===== src/rtl/bram_stream_loader.sv =====
// -----------------------------------------------------------------------------
// bram_stream_loader
//
// Write-side feeder for one accelerator input BRAM. It takes a valid/ready word
// stream from the host/DMA side and turns each accepted word into one BRAM
// write. When the programmed number of words has been stored, or the stream
// ends early with s_last, it raises load_done, which releases the scheduler.
//
// Ports
//   clk, rst        : single clock, synchronous active-high reset
//   start           : 1-cycle pulse that arms a load (honoured in IDLE/DONE only)
//   num_words       : words to load, sampled on start
//   s_data/s_valid/s_ready/s_last : input word stream
//   bram_din/bram_ena/bram_addra  : BRAM write port (registered)
//   load_done       : level, load complete and BRAM contents valid
//   busy            : high while in LOAD
//   err_len         : sticky length error (early/missing s_last, num_words > DEPTH)
//   words_written   : words written in the current/last load
//   dbg_state       : current FSM state (0=IDLE, 1=LOAD, 2=DONE)
//
// Handshake: a word transfers on a rising clk edge when s_valid && s_ready.
// s_ready depends only on the FSM state, never on s_valid. The producer may
// assert s_valid at any time; words presented outside LOAD are ignored.
// -----------------------------------------------------------------------------
module bram_stream_loader #(
  parameter int DATA_WIDTH = 8,
  parameter int DEPTH      = 242101,
  parameter int ADDR_W     = $clog2(DEPTH),
  parameter int CNT_W      = $clog2(DEPTH + 1)
) (
  input  logic                  clk,
  input  logic                  rst,
  input  logic                  start,
  input  logic [CNT_W-1:0]      num_words,
  input  logic [DATA_WIDTH-1:0] s_data,
  input  logic                  s_valid,
  output logic                  s_ready,
  input  logic                  s_last,
  output logic [DATA_WIDTH-1:0] bram_din,
  output logic                  bram_ena,
  output logic [ADDR_W-1:0]     bram_addra,
  output logic                  load_done,
  output logic                  busy,
  output logic                  err_len,
  output logic [CNT_W-1:0]      words_written,
  output logic [1:0]            dbg_state
);

  typedef enum logic [1:0] {
    S_IDLE = 2'd0,
    S_LOAD = 2'd1,
    S_DONE = 2'd2
  } state_e;

  localparam logic [CNT_W-1:0] DEPTH_C = CNT_W'(DEPTH);
  localparam logic [CNT_W-1:0] ONE_C   = CNT_W'(1);

  state_e                  state_q;
  logic [CNT_W-1:0]        target_q;
  logic [CNT_W-1:0]        ww_q;
  logic [DATA_WIDTH-1:0]   din_q;
  logic                    ena_q;
  logic [ADDR_W-1:0]       addra_q;
  logic                    load_done_q;
  logic                    err_len_q;

  logic hs;
  logic count_final;

  assign hs = s_valid && (state_q == S_LOAD);
  // This word is the last one the programmed count allows. target_q is clamped
  // to DEPTH, so ww_q stays below DEPTH and doubles as the write address.
  assign count_final = ((ww_q + ONE_C) == target_q);

  always_ff @(posedge clk) begin
    if (rst) begin
      state_q     <= S_IDLE;
      target_q    <= '0;
      ww_q        <= '0;
      din_q       <= '0;
      ena_q       <= 1'b0;
      addra_q     <= '0;
      load_done_q <= 1'b0;
      err_len_q   <= 1'b0;
    end else begin
      ena_q <= 1'b0;
      case (state_q)
        S_IDLE, S_DONE: begin
          if (start) begin
            target_q    <= (num_words > DEPTH_C) ? DEPTH_C : num_words;
            err_len_q   <= (num_words > DEPTH_C);
            ww_q        <= '0;
            // An empty load completes immediately without touching the BRAM.
            load_done_q <= (num_words == '0);
            state_q     <= (num_words == '0) ? S_DONE : S_LOAD;
          end
        end
        S_LOAD: begin
          if (hs) begin
            ena_q   <= 1'b1;
            din_q   <= s_data;
            addra_q <= ww_q[ADDR_W-1:0];
            ww_q    <= ww_q + ONE_C;
            if (count_final || s_last) begin
              state_q     <= S_DONE;
              load_done_q <= 1'b1;
              // s_last and the count must agree; either one alone is an error.
              if (count_final != s_last) err_len_q <= 1'b1;
            end
          end
        end
        default: state_q <= S_IDLE;
      endcase
    end
  end

  assign s_ready       = (state_q == S_LOAD);
  assign busy          = (state_q == S_LOAD);
  assign bram_din      = din_q;
  assign bram_ena      = ena_q;
  assign bram_addra    = addra_q;
  assign load_done     = load_done_q;
  assign err_len       = err_len_q;
  assign words_written = ww_q;
  assign dbg_state     = state_q;

endmodule


===== config.mk =====
export PLATFORM = sky130hd
export DESIGN_NAME = bram_stream_loader
export DESIGN_NICKNAME = d
export VERILOG_FILES = /design/src/rtl/bram_stream_loader.sv
export SDC_FILE = /design/constraint.sdc
export NUM_CORES = 1
export LEC_CHECK = 0
export BUFFER_PORTS_ARGS = -buffer_cell sky130_fd_sc_hd__clkbuf_2
export CORE_ASPECT_RATIO = 0.8
export CORE_UTILIZATION = 48
export CTS_CLUSTER_DIAMETER = 200
export DETAILED_ROUTE_END_ITERATION = 10
export PLACE_DENSITY_LB_ADDON = 0.12
export REMOVE_ABC_BUFFERS = 1
export SYNTH_ARGS = -nofsm -noshare
export SYNTH_HDL_FRONTEND = slang
export SYNTH_SLANG_ARGS = --single-unit

===== constraint.sdc =====
create_clock -name clk -period 2.7 [get_ports clk]
set_input_delay 0.135 -clock clk [delete_from_list [all_inputs] [get_ports clk]]
set_output_delay 0.135 -clock clk [all_outputs]
set_load 0.01 [all_outputs]

==> impl_metrics.json, run 1 <==
{
  "peakVddDrop_uv": 247,
  "cts_buffers": 9,
  "ys_seq_elements": 67,
  "first_pass_iters": 5,
  "fp.dieH_um": 76.4,
  "start_util": 0.508,
  "cts.sinks": 67,
  "synth_xor_area_frac": 0.0659,
  "crit_arrival_ns": 3.04,
  "status": "complete, but fails checks",
  "final-max-slew-violation-count": 0,
  "synth.avg_cell_area_sq_um": 7.71,
  "drt-wirelength-per-cell_um": 15.2,
  "topRoutingLayerUsed": "met4",
  "wl_met3_um": 543,
  "portBuffers": 81,
  "nFillCells": 587,
  "vias": 3481,
  "synthArstFlopShare": 0,
  "synth.area.mux_share": 0.00339,
  "grt_max_degree": 68,
  "grt_overflow": 0,
  "fmax_mhz": 361,
  "synth_top_area_frac": 0.404,
  "cts_tree": "built",
  "synth_top_family_by_area": "simple AND/OR/NAND/NOR gates",
  "antenna_left": 0,
  "holdWs_ns": 0.0280,
  "antenna_found_initial": 0,
  "crit_type": "flip-flop to flip-flop",
  "period_share": 1.03,
  "drc": 0,
  "core_area_sq_um": 6540,
  "layout_setup_ws_ns": -0.0692,
  "tns_ns": -0.113,
  "worstMarginPinSlew_ns": 0.710,
  "synth_ff_type": "dfxtp_1",
  "seq_area_frac_synth": 0.404,
  "die_w_um": 95.0,
  "syn-instance-count": 431,
  "synth.most_common_cell": "nand2_1",
  "comb_power_share": 0.127,
  "diodes": 0,
  "clk_pin_slew_ns": 0.07,
  "violations": "setup timing",
  "crit_path_start_kind": "flip-flop",
  "fp-row-count": 26,
  "crit_required_ns": 2.97,
  "netlist_top_cells_count": "nand2_1, dfxtp_1, a21oi_1",
  "final.min_clock_period_ns": 2.77,
  "crit_fanout": 3,
  "rsz0062_at_grt": "true",
  "finalPower_uw": 2020,
  "end_kind": "flip-flop",
  "netSwitchingFraction": 0.274,
  "gp_congestion": 0.876,
  "clkPwrFrac": 0.357,
  "power.density_nw_per_um2": 464,
  "seq_power_share": 0.515,
  "grt_pass1_wl_um": 15900,
  "leakage_uw": 0.00183,
  "hpwlAfterDp_um": 6710,
  "dr_wl_met2_um": 4370,
  "synth_top_cell_by_area": "dfxtp_1",
  "cap_violations": 0,
  "drtIter0Drc": 236,
  "hold_viol_final": 0,
  "clk_latency_ns": 0.35,
  "area_growth_pct": 31.2,
  "synth-simple-area-share": 0.286,
  "wl_met1_um": 4650,
  "power.switching_uw": 556,
  "intPower_uw": 1470,
  "yosys-top-cells-area": "dfxtp_1, nand2_1, a21oi_1",
  "grt_pass1_vias": 3199,
  "synth_edf_count": 0,
  "root_buffer": "clkbuf_8",
  "h-tree-depth": 3,
  "finalSetupViolations": 2,
  "io_pins": 82,
  "die-area_sq_um": 7260,
  "clock_skew_ns": 0.00827,
  "drive_gt1_frac": 0.305,
  "synthAdderAreaFrac": 0.00753,
  "routed_wl_um": 9660,
  "synth_cell_types": 47,
  "vias_per_cell": 5.49,
  "slew_headroom": 0.527,
  "synth_compound_area_frac": 0.177,
  "track_usage": 0.285,
  "clockBufferDepth": 2,
  "syn-cell-area_sq_um": 3320,
  "min_path_type": "primary input to flip-flop",
  "nets": 579,
  "yosys_warnings": 0
}
sequential cells by signal, summed over array words and instances (netlist names):
signal         count
words_written     18
bram_ena           1
dbg_state          2
load_done          1
err_len            1
bram_din           8
bram_addra        18
target_q          18
kinds of logic (layout without fill, tap and decap cells):
kind of cell	Yosys count	count (layout)
compound gates	99	99
xor+xnor	25	25
flops	67	67
buf+inv	44	163
mux	1	1
simple gates	193	193
fa+ha+maj	2	2
power groups by stage:
| stage | Sequential, uW | Clock (uW) | Combinational, uW |
|---|---|---|---|
| final | 1040 | 723 | 258 |
| after global routing | 1050 | 785 | 282 |
| after CTS | 1040 | 735 | 254 |
| after detailed placement | 1060 | 0 | 243 |
| after global placement | 1060 | 0 | 238 |
| after floorplan | 1060 | 0 | 123 |
cell usage in the layout, fill, tap and decap left out, types with 7 or more instances in the layout:
master / netlist / layout
dfxtp_1: 67 / 63
a211oi_1: 7 / 7
nand3_1: 12 / 12
xnor2_1: 18 / 17
o21ai_0: 14 / 14
nor2_1: 39 / 39
nor3_1: 14 / 12
xor2_1: 7 / 7
inv_1: 11 / 11
dlygate4sd3_1: 0 / 7
clkbuf_8: 0 / 10
buf_4: 4 / 48
clkbuf_2: 1 / 81
nand2_1: 80 / 80
a21oi_1: 53 / 53
repair_timing:
action / CTS / global route
gates cloned: 0 / 0
endpoints found under the hold margin: 7 / 0
hold buffers: 7 / 0
resized for setup: 12 / 4
pin swaps: 3 / 1
setup buffers: 1 / 0
endpoints found under the setup margin: 3 / 4
worst max-delay path, stage by stage, from the launching register on:
cell and delay [ns]:
dfxtp_2 0.33, nand4_1 0.18, or4_4 0.54, xnor2_1 0.14, a21oi_1 0.12, o2111ai_1 0.11, or4_1 0.53, ha_2 0.18
nand2b_4 0.15, nor3_4 0.16, nor3_1 0.07, nor3_1 0.17
area by class of cell:
cell class	count	area, sq um	share of cell area
flip-flops and latches	67	1350	0.309
well taps	84	105	0.0241
inverters	11	41.3	0.00947
multi-input cells	320	1860	0.427
repair buffers	137	847	0.194
clock inverters	3	15.0	0.00344
clock buffers	12	145	0.0333
per-stage QoR:
stage               area, sq um  setup slack (ns)  std cells  utilization
floorplan                  3180            -0.402        398            -
global placement           4050            -0.147        611        0.619
detailed placement         4050            -0.234        611        0.619
CTS                        4350           -0.0443        634        0.665
global route               4360            -0.221        634        0.667
finish                     4360           -0.0692        634        0.667
layer usage:
| metal | GRT usage | vias up |
|---|---|---|
| li1 | - | 1728 |
| met1 | 0.402 | 1636 |
| met2 | 0.424 | 107 |
| met3 | 0.0729 | 10 |
| met4 | 0.0864 | 0 |
| met5 | 0 | - |
final timing paths:
kind / start / endpoint / slack (ns) / depth (start not counted)
max: words_written[9]$_SDFFE_PP0P_ / load_done$_SDFFE_PP0P_ / -0.07 / 11
min: s_data[1] / bram_din[1]$_SDFFE_PP0P_ / 0.03 / 3
max reg2reg: words_written[9]$_SDFFE_PP0P_ / load_done$_SDFFE_PP0P_ / -0.07 / 11
min reg2reg: bram_addra[11]$_SDFFE_PP0P_ / bram_addra[11]$_SDFFE_PP0P_ / 0.45 / 2
No activity file was read; power rests on OpenSTA's default activity.
==> inputs of run 2 (changes only) <==
- GPL_TIMING_DRIVEN: not set -> 0
==> run 2 against run 1 <==
- sequential share of layout area up 1.2 points
- clock skew decreased by 0.0041 ns
- fmax decreased by 3.3%
- critical endpoint is now err_len$_SDFFE_PP0P_
- core utilization is essentially flat
- non-clock buffer count decreased by 15
- the run still ends with setup timing left
==> impl_metrics.json, run 2 (synthesized netlist as in run 1, its figures left out) <==
{
  "worstMarginPinSlew_ns": 1.36,
  "violations": "setup timing",
  "slowest_delay_ns": 0.55,
  "grt_pass1_wl_um": 15500,
  "drtIter0Drc": 290,
  "antenna_found_initial": 0,
  "fp-row-count": 26,
  "clk_latency_ns": 0.35,
  "path_common_cell": "nor3_4",
  "min_path_cells": 3,
  "final.min_clock_period_ns": 2.86,
  "portBuffers": 81,
  "end_kind": "flip-flop",
  "diodes": 0,
  "post-route-util": 0.666,
  "crit_arrival_ns": 3.12,
  "vias": 3489,
  "nFillCells": 554,
  "hpwlAfterDp_um": 5860,
  "nets": 564,
  "slowest_stage": "or4_4",
  "layout_setup_ws_ns": -0.164,
  "drc": 0,
  "root_buffer": "clkbuf_8",
  "final_common_cell": "clkbuf_2",
  "final-max-slew-violation-count": 0,
  "fp.dieH_um": 76.4,
  "clk_pin_slew_ns": 0.07,
  "grt_overflow": 0,
  "finalSetupViolations": 4,
  "clock_skew_ns": 0.00418,
  "rsz0062_at_grt": "true",
  "worstRegToRegCells": 11,
  "status": "complete, but fails checks",
  "core_area_sq_um": 6540,
  "vias_per_cell": 5.64,
  "track_usage": 0.277,
  "first_pass_iters": 5,
  "place_ws_ns": -1.04,
  "holdWs_ns": 0.00606,
  "leakage_uw": 0.00179,
  "multi_input_area_sq_um": 1920,
  "period_share": 1.06,
  "routed_wl_um": 9590,
  "dp_cells": 563,
  "power.density_nw_per_um2": 460,
  "gp_congestion": 0.882,
  "crit_fanout": 4,
  "area_growth_pct": 31.1,
  "peakVddDrop_uv": 362,
  "h-tree-depth": 3,
  "drt-wirelength-per-cell_um": 15.5,
  "hold_viol_final": 0,
  "cts_tree": "built",
  "die-area_sq_um": 7260,
  "crit_required_ns": 2.96,
  "antenna_left": 0,
  "finalPower_uw": 2000,
  "die_w_um": 95.0,
  "start_util": 0.508,
  "clockBufferDepth": 2,
  "fmax_mhz": 349,
  "min_path_type": "primary input to flip-flop",
  "cts.sinks": 67,
  "layout_common_cells": "clkbuf_2, nand2_1, a21oi_1, dfxtp_1, nor2_1",
  "grt_max_degree": 68,
  "path_buf_inv": 0,
  "crit_path_start_kind": "flip-flop",
  "io_pins": 82,
  "cap_violations": 0,
  "critPathTopFamily": "simple AND/OR/NAND/NOR gates",
  "seqCellArea_sq_um": 1400,
  "slew_headroom": 0.0908,
  "worstPathCellList": "nand4_1, or3_4, nor3_4, xnor2_2, o2111ai_2, or4_4, ha_4, nand2b_4, nor3_4, a211oi_1, nor3_1",
  "final_cells": 619,
  "grt_pass1_vias": 3172,
  "drive_gt1_frac": 0.320,
  "cts_buffers": 9,
  "crit_cells": 11,
  "crit_type": "flip-flop to flip-flop"
}
-- run 2: power by group --
group | switching, uW | internal [uW]
Clock | 376 | 349
Combinational | 155 | 96.2
Sequential | 25.1 | 1000
Total | 555 | 1450
-- run 2: per-stage QoR --
| step | setup TNS (ns) | area, sq um |
|---|---|---|
| CTS | -0.618 | 4340 |
| finish | -0.453 | 4360 |
| global placement | -6.34 | 3690 |
| floorplan | -1.18 | 3180 |
| detailed placement | -3.63 | 3690 |
| global route | -1.19 | 4360 |
-- run 2: worst paths after layout --
check | startpoint | to | slack, ns
setup / recovery | words_written[8]$_SDFFE_PP0P_ | err_len$_SDFFE_PP0P_ | -0.16
setup reg to reg | words_written[8]$_SDFFE_PP0P_ | err_len$_SDFFE_PP0P_ | -0.16
hold / removal | s_data[0] | bram_din[0]$_SDFFE_PP0P_ | 0.006
hold reg to reg | bram_din[1]$_SDFFE_PP0P_ | bram_din[1]$_SDFFE_PP0P_ | 0.45
-- run 2: cell type report --
type | instances | share of cell area
sequential | 67 | 0.321
multi-input combinational | 320 | 0.441
tap | 84 | 0.0241
clock inverter | 3 | 0.00345
clock buffer | 12 | 0.0333
timing repair buffer | 122 | 0.168
inverter | 11 | 0.00947
-- run 2: worst min-delay path, stage by stage --
cell and delay (ns):
clkbuf_2 0.08, nand2_1 0.04, a21oi_1 0.05
-- run 2: repair_timing --
item | 4_1_cts | 5_1_grt
cloned | 0 | 0
hold buffers | 7 | 0
hold endpoints to repair | 7 | 0
buffers inserted | 33 | 1
resized for setup | 49 | 2
pin swaps | 14 | 6
setup endpoints to repair | 4 | 6
-- run 2: routing by layer --
layer / GRT usage / vias up / wire (um)
li1: - / 1700 / -
met1: 0.369 / 1657 / 4440
met2: 0.432 / 121 / 4480
met3: 0.0818 / 11 / 572
met4: 0.0788 / 0 / 100
met5: 0 / - / 0
==> inputs of run 3 (changes only) <==
- CELL_PAD_IN_SITES_DETAIL_PLACEMENT: not set -> 0
- CELL_PAD_IN_SITES_GLOBAL_PLACEMENT: not set -> 1
- CORE_UTILIZATION: 48 -> 35
- TNS_END_PERCENT: not set -> 10
==> run 3 against run 2 <==
- the flow finishes with violations (DRC, setup timing)
- first-iteration DRC count down 28%
- die area up 36%
- count of clock-buffer cells in the layout grew 1
- clock skew grew 0.0016 ns
- worst setup slack got worse by 0.0070 ns
==> impl_metrics.json, run 3 (synthesized netlist as in run 1, its figures left out) <==
{
  "rsz0062_at_grt": "true",
  "portBuffers": 81,
  "crit_path_start_kind": "flip-flop",
  "drc": 7,
  "grt_overflow": 0,
  "peakVddDrop_uv": 249,
  "drive_gt1_frac": 0.320,
  "clk_latency_ns": 0.33,
  "finalPower_uw": 2450,
  "crit_fanout": 3,
  "holdWs_ns": 0.0211,
  "violations": "DRC, setup timing",
  "slowest_delay_ns": 0.56,
  "crit_type": "flip-flop to flip-flop",
  "area_growth_pct": 33.5,
  "cts_buffers": 9,
  "vias_per_cell": 5.30,
  "nets": 551,
  "crit_required_ns": 2.95,
  "final_common_cell": "clkbuf_2",
  "cts_tree": "built",
  "io_pins": 82,
  "multi_input_area_sq_um": 1950,
  "layout_setup_ws_ns": -0.172,
  "antenna_left": 0,
  "slowest_stage": "or4_4",
  "grt_max_degree": 68,
  "vias": 3379,
  "end_kind": "flip-flop",
  "gp_congestion": 0.821,
  "fmax_mhz": 348,
  "drt-wirelength-per-cell_um": 16.4,
  "fp.dieH_um": 89.2,
  "clockBufferDepth": 2,
  "post-route-util": 0.485,
  "worstMarginPinSlew_ns": 1.21,
  "min_path_type": "primary input to flip-flop",
  "path_common_cell": "nor3_4",
  "core_area_sq_um": 9150,
  "clock_skew_ns": 0.00581,
  "layout_common_cells": "clkbuf_2, nand2_1, a21oi_1, dfxtp_1, nor2_1",
  "grt_pass1_vias": 3047,
  "die_w_um": 111,
  "place_ws_ns": -1.02,
  "first_pass_iters": 7,
  "track_usage": 0.220,
  "cap_violations": 0,
  "h-tree-depth": 3,
  "status": "complete, but fails checks",
  "power.density_nw_per_um2": 553,
  "final-max-slew-violation-count": 0,
  "fp-row-count": 31,
  "final.min_clock_period_ns": 2.87,
  "hold_viol_final": 0,
  "die-area_sq_um": 9890,
  "hpwlAfterDp_um": 6410,
  "routed_wl_um": 10400,
  "antenna_found_initial": 0,
  "root_buffer": "clkbuf_16",
  "crit_arrival_ns": 3.12,
  "worstPathCellList": "nand4_1, or3_4, nor3_4, xnor2_2, o2111ai_1, or4_4, ha_4, nand2b_4, nor3_4, a211oi_2, nor3_1",
  "slew_headroom": 0.191,
  "nFillCells": 946,
  "leakage_uw": 0.00181,
  "diodes": 0,
  "grt_pass1_wl_um": 16600,
  "finalSetupViolations": 3,
  "cts.sinks": 67,
  "seqCellArea_sq_um": 1390,
  "drtIter0Drc": 209,
  "start_util": 0.363,
  "clk_pin_slew_ns": 0.05,
  "period_share": 1.06
}
==> run 3: path summary, 6_finish.rpt <==
kind | start | endpoint | slack (ns) | depth (start not counted)
setup reg to reg | words_written[9]$_SDFFE_PP0P_ | err_len$_SDFFE_PP0P_ | -0.17 | 11
hold reg to reg | bram_din[2]$_SDFFE_PP0P_ | bram_din[2]$_SDFFE_PP0P_ | 0.45 | 2
setup / recovery | words_written[9]$_SDFFE_PP0P_ | err_len$_SDFFE_PP0P_ | -0.17 | 11
hold / removal | s_data[0] | bram_din[0]$_SDFFE_PP0P_ | 0.02 | 3
==> run 3: worst max-delay path: cells and delay by family, from the launching register on <==
kind | cells | cell delay [ns]
compound gates | 2 | 0.23
flops | 1 | 0.35
simple gates | 7 | 1.89
xor+xnor | 1 | 0.15
fa+ha+maj | 1 | 0.17
==> run 3: area by class of cell <==
| cell class | instances | share of cell area |
|---|---|---|
| Inverter | 11 | 0.00930 |
| Tap cell | 115 | 0.0324 |
| Clock inverter | 2 | 0.00789 |
| Clock buffer | 13 | 0.0586 |
| Sequential cell | 67 | 0.314 |
| Multi-Input combinational cell | 320 | 0.439 |
| Timing Repair Buffer | 109 | 0.139 |
==> run 3: report_power, final <==
part,internal [uW],switching [uW]
Sequential,1010,25.5
Combinational,90.9,157
Clock,759,412
==> run 3: stage by stage <==
step | area, sq um | setup TNS [ns] | instances
finish | 4440 | -0.410 | 637
global route | 4440 | -1.10 | 637
CTS | 4400 | -0.445 | 637
detailed placement | 3730 | -3.55 | 594
global placement | 3730 | -9.96 | 594
floorplan | 3180 | -1.18 | 398
==> run 3: repair_timing <==
| item | 4_1_cts | 5_1_grt |
|---|---|---|
| setup endpoints to repair | 4 | 13 |
| setup buffers | 28 | 0 |
| gates resized for setup | 46 | 7 |
| hold buffers | 0 | 0 |
| pin swaps | 14 | 5 |
==> run 3: per-layer routing <==
metal / wire length, um / part of all wire / global-route usage / vias to the layer above
met2: 4800 / 0.46 / 0.340 / 79
met4: 74 / 0.0071 / 0.0535 / 0
met5: 0 / 0 / 0 / -
met1: 4940 / 0.47 / 0.298 / 1612
li1: - / - / - / 1681
met3: 602 / 0.058 / 0.0746 / 7
